### config.mk
export PLATFORM = sky130hd
export DESIGN_NAME = or_serial_unit
export DESIGN_NICKNAME = d
export VERILOG_FILES = /design/src/rtl/or_serial_unit.sv
export SDC_FILE = /design/constraint.sdc
export NUM_CORES = 1
export LEC_CHECK = 0
export BUFFER_PORTS_ARGS = -buffer_cell sky130_fd_sc_hd__buf_2
export CAP_MARGIN = 30
export CORE_MARGIN = 2
export CORE_UTILIZATION = 40
export DETAILED_ROUTE_END_ITERATION = 8
export PLACE_DENSITY = 0.58
export REMOVE_ABC_BUFFERS = 1
export SKIP_CTS_REPAIR_TIMING = 1
export SLEW_MARGIN = 15
export SYNTH_ARGS = -nofsm -noshare
export SYNTH_HDL_FRONTEND = slang
export SYNTH_SLANG_ARGS = --single-unit
### constraint.sdc
create_clock -name clk -period 3.25 [get_ports clk]
set_input_delay 0.65 -clock clk [delete_from_list [all_inputs] [get_ports clk]]
set_output_delay 0.65 -clock clk [all_outputs]
set_load 0.01 [all_outputs]
### src/rtl/or_serial_unit.sv
// ---------------------------------------------------------------------------
// or_serial_unit
//   Bit-serial OR engine. Two WIDTH-bit operands are accepted over a
//   valid/ready input port. They are ORed one bit per clock through a single
//   1-bit OR stage, least significant bit first. The finished word is
//   presented on a valid/ready output port.
//
//   Flow:   IDLE --accept--> SHIFT (WIDTH cycles) --> DONE --taken--> IDLE
//
//   Optional feature (compile-time macro OR_SERIAL_ZERO_FLAG_EN):
//     adds the registered output outZero. It is 1 when the finished result
//     is all zeros. It is loaded on the same edge as out and is valid while
//     outValid is high. When the macro is undefined, the port and its logic
//     do not exist.
//
//   All outputs are registered. Their next values are derived from the
//   next FSM state, so each output changes on the same edge as the state.
// ---------------------------------------------------------------------------
module or_serial_unit #(
    parameter int WIDTH = 8
) (
    input  logic             clk,
    input  logic             resetN,
    input  logic             inValid,
    output logic             inReady,
    input  logic [WIDTH-1:0] inA,
    input  logic [WIDTH-1:0] inB,
    output logic             outValid,
    input  logic             outReady,
    output logic [WIDTH-1:0] out,
    output logic             busy
`ifdef OR_SERIAL_ZERO_FLAG_EN
    ,
    output logic             outZero
`endif
);

    // Counter must be able to hold WIDTH itself; the last SHIFT edge
    // increments the count from WIDTH-1 to WIDTH.
    localparam int CNT_W = $clog2(WIDTH + 1);

    localparam logic [CNT_W-1:0] CNT_ZERO = {CNT_W{1'b0}};
    localparam logic [CNT_W-1:0] CNT_ONE  = CNT_W'(1);
    localparam logic [CNT_W-1:0] CNT_LAST = CNT_W'(WIDTH - 1);
    localparam int               MSB_POS  = WIDTH - 1;

    typedef enum logic [1:0] {
        ST_IDLE  = 2'b00,
        ST_SHIFT = 2'b01,
        ST_DONE  = 2'b10
    } state_e;

    state_e state_q, state_d;

    logic [WIDTH-1:0] reg_a_q,  reg_a_d;
    logic [WIDTH-1:0] reg_b_q,  reg_b_d;
    logic [WIDTH-1:0] result_q, result_d;
    logic [CNT_W-1:0] count_q,  count_d;
    logic [WIDTH-1:0] out_q,    out_d;
    logic             in_ready_q,  in_ready_d;
    logic             out_valid_q, out_valid_d;
    logic             busy_q,      busy_d;
`ifdef OR_SERIAL_ZERO_FLAG_EN
    logic             zero_q,      zero_d;
`endif

    // The single 1-bit OR stage: it works on the current LSBs of the
    // captured operands.
    logic             or_bit_s;
    logic [WIDTH-1:0] shift_res_s;

    // The new OR bit enters at the MSB and older bits move toward the LSB.
    // The result is built with a shift plus an OR rather than a slice, so
    // WIDTH=1 needs no special case.
    always_comb begin
        or_bit_s    = reg_a_q[0] | reg_b_q[0];
        shift_res_s = (result_q >> 1'b1) | (WIDTH'(or_bit_s) << MSB_POS);
    end

    // Next-state and datapath update for the IDLE/SHIFT/DONE sequence.
    always_comb begin
        state_d  = state_q;
        reg_a_d  = reg_a_q;
        reg_b_d  = reg_b_q;
        result_d = result_q;
        count_d  = count_q;
        out_d    = out_q;
`ifdef OR_SERIAL_ZERO_FLAG_EN
        zero_d   = zero_q;
`endif
        case (state_q)
            ST_IDLE: begin
                // Accept only when inReady is already high. This keeps the
                // first edge after reset release from taking operands.
                if (inValid && in_ready_q) begin
                    reg_a_d  = inA;
                    reg_b_d  = inB;
                    count_d  = CNT_ZERO;
                    result_d = {WIDTH{1'b0}};
                    state_d  = ST_SHIFT;
                end else begin
                    state_d  = ST_IDLE;
                end
            end
            ST_SHIFT: begin
                result_d = shift_res_s;
                reg_a_d  = reg_a_q >> 1'b1;
                reg_b_d  = reg_b_q >> 1'b1;
                count_d  = count_q + CNT_ONE;
                if (count_q == CNT_LAST) begin
                    // Final bit: publish the finished word on this edge.
                    state_d = ST_DONE;
                    out_d   = shift_res_s;
`ifdef OR_SERIAL_ZERO_FLAG_EN
                    zero_d  = (shift_res_s == {WIDTH{1'b0}});
`endif
                end else begin
                    state_d = ST_SHIFT;
                end
            end
            ST_DONE: begin
                // Hold the result until the consumer takes it. New operands
                // are only considered after the return to IDLE.
                if (outReady) begin
                    state_d = ST_IDLE;
                end else begin
                    state_d = ST_DONE;
                end
            end
            default: begin
                state_d = ST_IDLE;
            end
        endcase
    end

    // Handshake and status outputs follow the state the FSM is entering.
    always_comb begin
        in_ready_d  = 1'b0;
        out_valid_d = 1'b0;
        busy_d      = 1'b0;
        case (state_d)
            ST_IDLE:  in_ready_d  = 1'b1;
            ST_SHIFT: busy_d      = 1'b1;
            ST_DONE:  out_valid_d = 1'b1;
            default: begin
                in_ready_d  = 1'b0;
                out_valid_d = 1'b0;
                busy_d      = 1'b0;
            end
        endcase
    end

    // State, datapath and output registers. Reset aborts any operation.
    always_ff @(posedge clk or negedge resetN) begin
        if (!resetN) begin
            state_q     <= ST_IDLE;
            reg_a_q     <= {WIDTH{1'b0}};
            reg_b_q     <= {WIDTH{1'b0}};
            result_q    <= {WIDTH{1'b0}};
            count_q     <= CNT_ZERO;
            out_q       <= {WIDTH{1'b0}};
            in_ready_q  <= 1'b0;
            out_valid_q <= 1'b0;
            busy_q      <= 1'b0;
        end else begin
            state_q     <= state_d;
            reg_a_q     <= reg_a_d;
            reg_b_q     <= reg_b_d;
            result_q    <= result_d;
            count_q     <= count_d;
            out_q       <= out_d;
            in_ready_q  <= in_ready_d;
            out_valid_q <= out_valid_d;
            busy_q      <= busy_d;
        end
    end

`ifdef OR_SERIAL_ZERO_FLAG_EN
    // All-zero result flag. It is loaded together with out.
    always_ff @(posedge clk or negedge resetN) begin
        if (!resetN) begin
            zero_q <= 1'b0;
        end else begin
            zero_q <= zero_d;
        end
    end

    assign outZero = zero_q;
`endif

    assign inReady  = in_ready_q;
    assign outValid = out_valid_q;
    assign out      = out_q;
    assign busy     = busy_q;

endmodule

==> flow_summary.json, run 1 <==
{
  "synth_compound_area_frac": 0.08892,
  "final_common_cell": "dfrtp_1",
  "muxShareOfSynthArea": 0.06029,
  "synthesis.area_um2": 1660,
  "grt_pass1_vias": 1161,
  "grt_overflow": 0,
  "track_usage": 0.1585,
  "fp.dieH_um": 68.43,
  "critical_path.max_fanout": 25,
  "viasPerCell": 5.210,
  "antenna_found_initial": 0,
  "cp.arrival_ps": 2050,
  "crit_required_ps": 3430,
  "hold_class": "input pin to asynchronous set/reset pin",
  "status": "complete, no violations",
  "cts_tree": "done",
  "path_class": "register to register",
  "fin_crit_ps": 1867,
  "fin_crit_sh": 0.5746,
  "initial_utilization": 0.4151,
  "synthAdderAreaFrac": 0.007536,
  "syn_inst": 154,
  "setup_viol": 0,
  "yosysTopAreaCell": "dfrtp_1",
  "ant_nets": 0,
  "rsz0062_at_grt": "no",
  "die_w_um": 68.43,
  "grt_pass1_wl_um": 5382,
  "diodes": 0,
  "relSlewSlack": 0.4729,
  "synth_top_area_share": 0.6029,
  "switching_share": 0.3630,
  "synth_area_leaders": "dfrtp_1, nand2_1, nand3_1",
  "holdWs_ps": 280.7,
  "p_int_uw": 1187,
  "syn_area_per_cell_um2": 10.78,
  "portBuffers": 30,
  "max_freq_mhz": 535.5,
  "synth-xor-area-share": 0,
  "powerDensity_nw_per_um2": 951.8,
  "io_pins": 31,
  "p_seq_frac": 0.455,
  "worstSetupEndpointType": "register",
  "p_clk_frac": 0.191,
  "p_switching_uw": 676.5,
  "wl_um": 3218,
  "clock-sinks": 40,
  "synth_top_family_by_area": "simple AND/OR/NAND/NOR gates",
  "synth.distinct_cells": 29,
  "drive_above_1_share": 0.2787,
  "p_comb_frac": 0.354,
  "wl_per_cell_um": 13.81,
  "instances_no_fill": 233,
  "coreArea_um2": 4000,
  "via_count": 1214,
  "die_area_um2": 4682,
  "maxSlewViolCount": 0,
  "hpwl_um": 2102,
  "max-vdd-ir-drop_mv": 0.4008,
  "synthSimpleGateAreaFrac": 0.2057,
  "insertion_delay_ps": 290,
  "cts_made_buffers": 5,
  "ys_seq_area_frac": 0.6029,
  "std_cell_rows": 23,
  "hold_violations": 0,
  "final_cell_mix": "dfrtp_1, nand2_1, buf_2",
  "setup_tns_ps": 0,
  "ys_warn_count": 0,
  "fin_nets": 204,
  "worstMarginPinSlew_ps": 790.6,
  "fin_ws_ps": 1383,
  "cp-start-kind": "register",
  "pre_cts_ws_ps": 1389,
  "first_pass_iters": 4,
  "grt_max_degree": 41,
  "clock-skew-final_ps": 3.423,
  "dp.cells": 225,
  "clk_pin_slew_ps": 70,
  "drt_iter0_markers": 59,
  "synthToLayoutAreaGrowth_pct": 17.94,
  "synth.ff_latch_count": 40,
  "maxCapViolCount": 0,
  "cts.path.max_buffers": 2,
  "p_leak_uw": 0.0009993,
  "drc": 0,
  "place_congestion": 0.7461,
  "cts_max_level": 2,
  "cts_root_buffer": "clkbuf_8"
}
==> Yosys cell counts (all sizes together) <==
library cell and instances:
nand2b 1, nor2b 1, o22ai 6, a221o 2, a211oi 1, a22oi 7
clkbuf 4, ha 1, nor3 6, nor2 8, nand3 18, or2 1
and4bb 1, nor3b 1, nand4 1, and2b 1, mux2 8, a21oi 1
a21o 2, buf 7, inv 1, nand2 31, nand4bb 1, mux2i 1
dfrtp 40, o21ai 2
==> power by group through the flow <==
stage / Combinational, uW / Sequential, uW / Clock, uW
after floorplan: 444 / 852 / 0
after CTS: 669 / 846 / 364
after global routing: 757 / 879 / 382
after global placement: 642 / 844 / 0
final: 660 / 848 / 355
after detailed placement: 668 / 856 / 0
==> kinds of logic after synthesis <==
family / after synthesis
simple gates: 71
buf+inv: 12
fa+ha+maj: 1
mux: 9
compound gates: 21
flops: 40
==> worst paths after layout <==
kind / from / to / slack [ps] / cells past startpoint
max reg2reg: state_q[1] / count_q[2] / 1380 / 3
min reg2reg: reg_b_q[0] / reg_b_q[0] / 500 / 2
max in group asynchronous: resetN / reg_a_q[2] / 2520 / 2
max: state_q[1] / count_q[2] / 1380 / 3
min: resetN / busy / 280 / 1
min in group clk: reg_b_q[0] / reg_b_q[0] / 500 / 2
==> stage by stage <==
step | area (um2) | utilization | total power [uW]
final | 1958 | 0.4895 | 1864
after global routing | 1958 | 0.4895 | 2018
after CTS | 1931 | 0.4826 | 1880
after detailed placement | 1834 | 0.4586 | 1523
after global placement | 1834 | 0.4586 | 1486
after floorplan | 1607 | - | 1296
==> final cells by class <==
| cell class | instances | area [um2] |
|---|---|---|
| flip-flops and latches | 40 | 1001 |
| fillers | 392 | 2042 |
| well taps | 50 | 62.56 |
| clock buffers | 7 | 96.34 |
| multi-input cells | 102 | 601.8 |
| repair buffers | 33 | 192.7 |
| inverters | 1 | 3.754 |
==> layer usage <==
layer | track usage | vias to the layer above | wire length, um
met5 | 0 | - | 0
met4 | 0.09000 | 0 | 74
met3 | 0.03454 | 8 | 134
met2 | 0.2344 | 26 | 1526
met1 | 0.2140 | 591 | 1482
li1 | - | 589 | -
==> sequential cells by signal, indices dropped and copies added (netlist names) <==
| name | count |
|---|---|
| busy | 1 |
| count_q | 4 |
| inReady | 1 |
| out | 8 |
| outValid | 1 |
| reg_a_q | 8 |
| reg_b_q | 8 |
| result_q | 7 |
| state_q | 2 |
==> critical path: stages (launching register included) <==
cell     delay (ps)
dfrtp_1         430
and2b_1         730
nor2_1          200
a221o_1         390
No activity file was read; power rests on OpenSTA's default activity.
==> run 2, diff against run 1 <==
--- a/config.mk
+++ b/config.mk
@@ -10,7 +10,7 @@
 export CORE_MARGIN = 2
 export CORE_UTILIZATION = 40
 export DETAILED_ROUTE_END_ITERATION = 8
-export PLACE_DENSITY = 0.58
+export PLACE_DENSITY = 0.6
 export REMOVE_ABC_BUFFERS = 1
 export SKIP_CTS_REPAIR_TIMING = 1
 export SLEW_MARGIN = 15
==> constraint.sdc (replaced) <==
create_clock -name clk -period 1.6 [get_ports clk]
set_input_delay 0.32 -clock clk [delete_from_list [all_inputs] [get_ports clk]]
set_output_delay 0.32 -clock clk [all_outputs]
set_load 0.01 [all_outputs]
==> run 2 against run 1 <==
Wire length shrank 2.2%. Combinational power grew 120%. Non-clock buffer count grew 3. Die area is the same. Via count shrank 0.25%. Worst hold slack lost 200 ps. Largest cell class unchanged. Total power grew 100%.
==> flow_summary.json, run 2 (synthesis gave the netlist of run 1 again) <==
{
  "hpwl_um": 2116,
  "synthToLayoutAreaGrowth_pct": 18.69,
  "diodes": 0,
  "cts.path.max_buffers": 2,
  "track_usage": 0.1634,
  "cts_made_buffers": 5,
  "multi_input_area_um2": 601.8,
  "place_congestion": 0.7254,
  "antenna_found_initial": 0,
  "critical_path.max_fanout": 10,
  "drt_iter0_markers": 90,
  "slowest_delay_ps": 440,
  "std_cell_rows": 23,
  "fin_nets": 207,
  "crit_path_cell_trace": "nand2b_1 -> nor3_4 -> buf_4 -> mux2_2",
  "cts_tree": "done",
  "powerDensity_nw_per_um2": 1934,
  "final_cell_mix": "dfrtp_1, nand2_1, buf_2",
  "cp-start-kind": "register",
  "totalPowerFinal_uw": 3811,
  "cts_max_level": 2,
  "rsz0062_at_grt": "no",
  "regArea_um2": 1001,
  "drive_above_1_share": 0.2888,
  "max-vdd-ir-drop_mv": 0.7600,
  "fin_crit_sh": 0.9327,
  "switching_share": 0.3603,
  "p_leak_uw": 0.001006,
  "slowest_stage": "dfrtp_1",
  "hold_class": "input pin to asynchronous set/reset pin",
  "die_w_um": 68.43,
  "viasPerCell": 5.110,
  "grt_max_degree": 41,
  "relSlewSlack": 0.6680,
  "cts_root_buffer": "clkbuf_8",
  "grt_pass1_wl_um": 5609,
  "maxCapViolCount": 0,
  "wl_um": 3146,
  "maxSlewViolCount": 0,
  "grt_pass1_vias": 1239,
  "clock-sinks": 40,
  "p_seq_frac": 0.448,
  "coreArea_um2": 4000,
  "io_pins": 31,
  "worstMarginPinSlew_ps": 498.0,
  "p_comb_frac": 0.373,
  "insertion_delay_ps": 280,
  "worstSetupEndpointType": "register",
  "ant_nets": 0,
  "grt_overflow": 0,
  "crit_required_ps": 1770,
  "fill_cells": 384,
  "die_area_um2": 4682,
  "clk_pin_slew_ps": 70,
  "via_count": 1211,
  "p_int_uw": 2438,
  "design_area_um2": 1971,
  "hold_violations": 0,
  "drc": 0,
  "final_common_cell": "dfrtp_1",
  "initial_utilization": 0.4151,
  "first_pass_iters": 4,
  "setup_viol": 0,
  "clock-skew-final_ps": 2.485,
  "portBuffers": 30,
  "dpl-instance-area_um2": 1877,
  "cp.arrival_ps": 1660,
  "fin_crit_ps": 1492,
  "p_clk_frac": 0.179,
  "fp.dieH_um": 68.43,
  "path_class": "register to register",
  "status": "complete, no violations",
  "max_freq_mhz": 670.1,
  "p_switching_uw": 1373,
  "wl_per_cell_um": 13.27
}
-- run 2: per-stage QoR --
step | instances | setup WS, ps | hold slack [ps] | setup TNS, ps | util
floorplan | 143 | -282.7 | 24.41 | -2262 | -
global placement | 229 | 173.7 | 396.6 | 0 | 0.4692
detailed placement | 229 | 113.5 | 402.4 | 0 | 0.4692
CTS | 237 | 94.86 | 85.94 | 0 | 0.4926
global route | 237 | 7.567 | 109.5 | 0 | 0.4926
finish | 237 | 107.7 | 77.08 | 0 | 0.4926
-- run 2: cell type report --
cell class                      count  share of cell area
Sequential cell                    40              0.5079
Multi-Input combinational cell    102              0.3054
Timing Repair Buffer               36              0.1054
Clock buffer                        7             0.04381
Tap cell                           50             0.03175
Clock inverter                      1            0.003810
Inverter                            1            0.001905
-- run 2: routing by layer --
layer | vias to the layer above | GRT usage | wire [um]
met4 | 0 | 0.05250 | 28
met1 | 582 | 0.2013 | 1433
met2 | 26 | 0.2764 | 1580
met5 | - | 0 | 0
li1 | 599 | - | -
met3 | 4 | 0.04441 | 103
-- run 2: path summary, 6_finish.rpt --
kind                        startpoint           to  slack [ps]  cells past startpoint
max in group asynchronous       resetN   reg_a_q[5]        1170                      2
hold reg to reg            result_q[7]  result_q[6]         490                      2
min in group clk                inA[7]   reg_a_q[7]         230                      3
setup reg to reg            state_q[1]       out[7]         110                      4
hold / removal                  resetN   reg_b_q[3]          80                      2
setup / recovery            state_q[1]       out[7]         110                      4
-- run 2: power by group through the flow --
stage | Clock (uW) | Sequential [uW] | Combinational [uW]
4_1_cts | 707 | 1710 | 1450
6_report | 682 | 1710 | 1420
5_1_grt | 760 | 1780 | 1620
3_3_place_gp | 0 | 1710 | 1390
3_5_place_dp | 0 | 1730 | 1440
2_1_floorplan | 0 | 1730 | 903
-- run 2: worst max-delay path, delay by kind of cell (launching register included) --
family | cells | cell delay, ps
muxes | 1 | 350
DFF | 1 | 440
buffers and inverters | 1 | 200
and+or+nand+nor | 2 | 400
==> run 3, diff against run 2 <==
--- a/config.mk
+++ b/config.mk
@@ -10,7 +10,7 @@
 export CORE_MARGIN = 2
 export CORE_UTILIZATION = 40
 export DETAILED_ROUTE_END_ITERATION = 8
-export PLACE_DENSITY = 0.6
+export PLACE_DENSITY = 0.58
 export REMOVE_ABC_BUFFERS = 1
 export SKIP_CTS_REPAIR_TIMING = 1
 export SLEW_MARGIN = 15
==> constraint.sdc (replaced) <==
create_clock -name clk -period 1.55 [get_ports clk]
set_input_delay 0.31 -clock clk [delete_from_list [all_inputs] [get_ports clk]]
set_output_delay 0.31 -clock clk [all_outputs]
set_load 0.01 [all_outputs]
==> run 3 against run 2 <==
Sequential power rose by 2%. Critical path type unchanged. Die area is the same. Utilization grew 2.2 points. Critical path depth grew 1. Via count up 4.8%. Critical endpoint unchanged.
==> flow_summary.json, run 3 (synthesis gave the netlist of run 1 again) <==
{
  "grt_overflow": 0,
  "grt_pass1_wl_um": 5388,
  "slowest_stage": "dfrtp_1",
  "pre_cts_ws_ps": -19.49,
  "crit_required_ps": 1730,
  "die_w_um": 68.43,
  "viasPerCell": 5.266,
  "p_int_uw": 2690,
  "powerDensity_nw_per_um2": 2006,
  "p_leak_uw": 0.001046,
  "setup_tns_ps": 0,
  "use_met1": 0.1880,
  "cp-start-kind": "register",
  "die_area_um2": 4682,
  "fin_crit_sh": 0.9399,
  "critical_path.max_fanout": 9,
  "r2r-end": "out[7]",
  "fill_cells": 359,
  "track_usage": 0.1576,
  "relSlewSlack": 0.7920,
  "final_cell_mix": "dfrtp_1, nand2_1, buf_2",
  "path_class": "register to register",
  "max-vdd-ir-drop_mv": 0.8254,
  "r2r_cells": 5,
  "fp.dieH_um": 68.43,
  "gr-usage-met3": 0.03454,
  "fin_crit_ps": 1457,
  "status": "complete, no violations",
  "cts_root_buffer": "clkbuf_8",
  "hpwl_um": 2087,
  "wl_per_cell_um": 13.27,
  "cts_tree": "done",
  "cts.path.max_buffers": 2,
  "max_freq_mhz": 686.4,
  "grt_pass1_vias": 1248,
  "hold_path_end": "reg_a_q[7]",
  "synthToLayoutAreaGrowth_pct": 23.89,
  "totalPowerFinal_uw": 4127,
  "switching_share": 0.3483,
  "worstSetupEndpointType": "register",
  "hp-start": "inA[7]",
  "cts_max_level": 2,
  "coreArea_um2": 4000,
  "cts_made_buffers": 5,
  "hold_class": "input pin to register",
  "drc": 0,
  "fin_ws_ps": 93.12,
  "initial_utilization": 0.4151,
  "diodes": 0,
  "ant_nets": 0,
  "first_pass_iters": 4,
  "via_count": 1269,
  "p_clk_frac": 0.199,
  "instances_no_fill": 241,
  "io_pins": 31,
  "antenna_found_initial": 0,
  "r2r_start": "count_q[1]",
  "worstMarginPinSlew_ps": 308.7,
  "slowest_delay_ps": 380,
  "crit_family": "flip-flops",
  "drive_above_1_share": 0.3037,
  "path_buf_inv": 1,
  "dp.cells": 230,
  "clock-skew-final_ps": 4.974,
  "clk_pin_slew_ps": 70,
  "holdWs_ps": 214.3,
  "setup_viol": 0,
  "final_common_cell": "dfrtp_1",
  "insertion_delay_ps": 290,
  "drt_iter0_markers": 82,
  "clock-sinks": 40,
  "wl_um": 3198,
  "rsz0062_at_grt": "no",
  "fin_nets": 211,
  "hold_depth": 3,
  "cp.arrival_ps": 1630,
  "rrSetupSlack_ps": 90,
  "std_cell_rows": 23,
  "hold_violations": 0,
  "grt-busiest-layer": "met2",
  "crit_path_cell_trace": "ha_2 -> nand2_1 -> nor3_4 -> buf_12 -> mux2_2",
  "met2_usage": 0.2644,
  "p_switching_uw": 1437,
  "p_seq_frac": 0.425,
  "place_congestion": 0.7132,
  "maxSlewViolCount": 0,
  "portBuffers": 30,
  "p_comb_frac": 0.376,
  "maxCapViolCount": 0,
  "grt_max_degree": 41
}
[run 3: cell types whose count changed in the layout (fill, tap and decap cells not counted)]
cell	delta
buf_12	+3
bufinv_16	+1
clkbuf_8	-1
clkinv_2	+1
clkinvlp_4	-1
dlygate4sd3_1	+1
ha_1	-1
ha_2	+1
[run 3: power groups by stage]
stage | clock [uW] | sequential [uW] | combinational, uW
floorplan | 0 | 1790 | 932
global placement | 0 | 1760 | 1480
detailed placement | 0 | 1790 | 1530
CTS | 851 | 1770 | 1540
global route | 893 | 1810 | 1770
finish | 822 | 1750 | 1550
[run 3: worst max-delay path by stage]
stage | from | end | slack, ps | depth (start not counted)
CTS | count_q[0] | out[7] | -30 | 4
finish | count_q[1] | out[7] | 90 | 5
global placement | count_q[0] | out[7] | 60 | 4
detailed placement | count_q[0] | out[7] | -20 | 4
floorplan | state_q[1] | out[0] | -330 | 3
global route | count_q[1] | out[4] | 9 | 5
[run 3: stage by stage]
stage | utilization | area (um2)
4_1_cts | 0.5042 | 2017
3_3_place_gp | 0.4773 | 1909
3_5_place_dp | 0.4773 | 1909
5_1_grt | 0.5142 | 2057
2_1_floorplan | - | 1607
6_report | 0.5142 | 2057
[run 3: worst min-delay path, cell delays in order]
cell,delay [ps]
buf_2,70
nand2_1,40
nand2_1,50
[run 3: layout make-up]
class | count | area (um2) | area share
inverters | 1 | 3.754 | 0.001825
flip-flops and latches | 40 | 1001 | 0.4866
clock buffers | 6 | 72.57 | 0.03528
multi-input cells | 102 | 604.3 | 0.2938
well taps | 50 | 62.56 | 0.03041
clock inverters | 2 | 35.03 | 0.01703
repair buffers | 40 | 277.8 | 0.1350
[run 3: routing by layer]
layer | up-vias | share of wire
met5 | - | 0
met4 | 0 | 0.022
met3 | 8 | 0.050
met2 | 31 | 0.47
met1 | 622 | 0.46
li1 | 608 | -
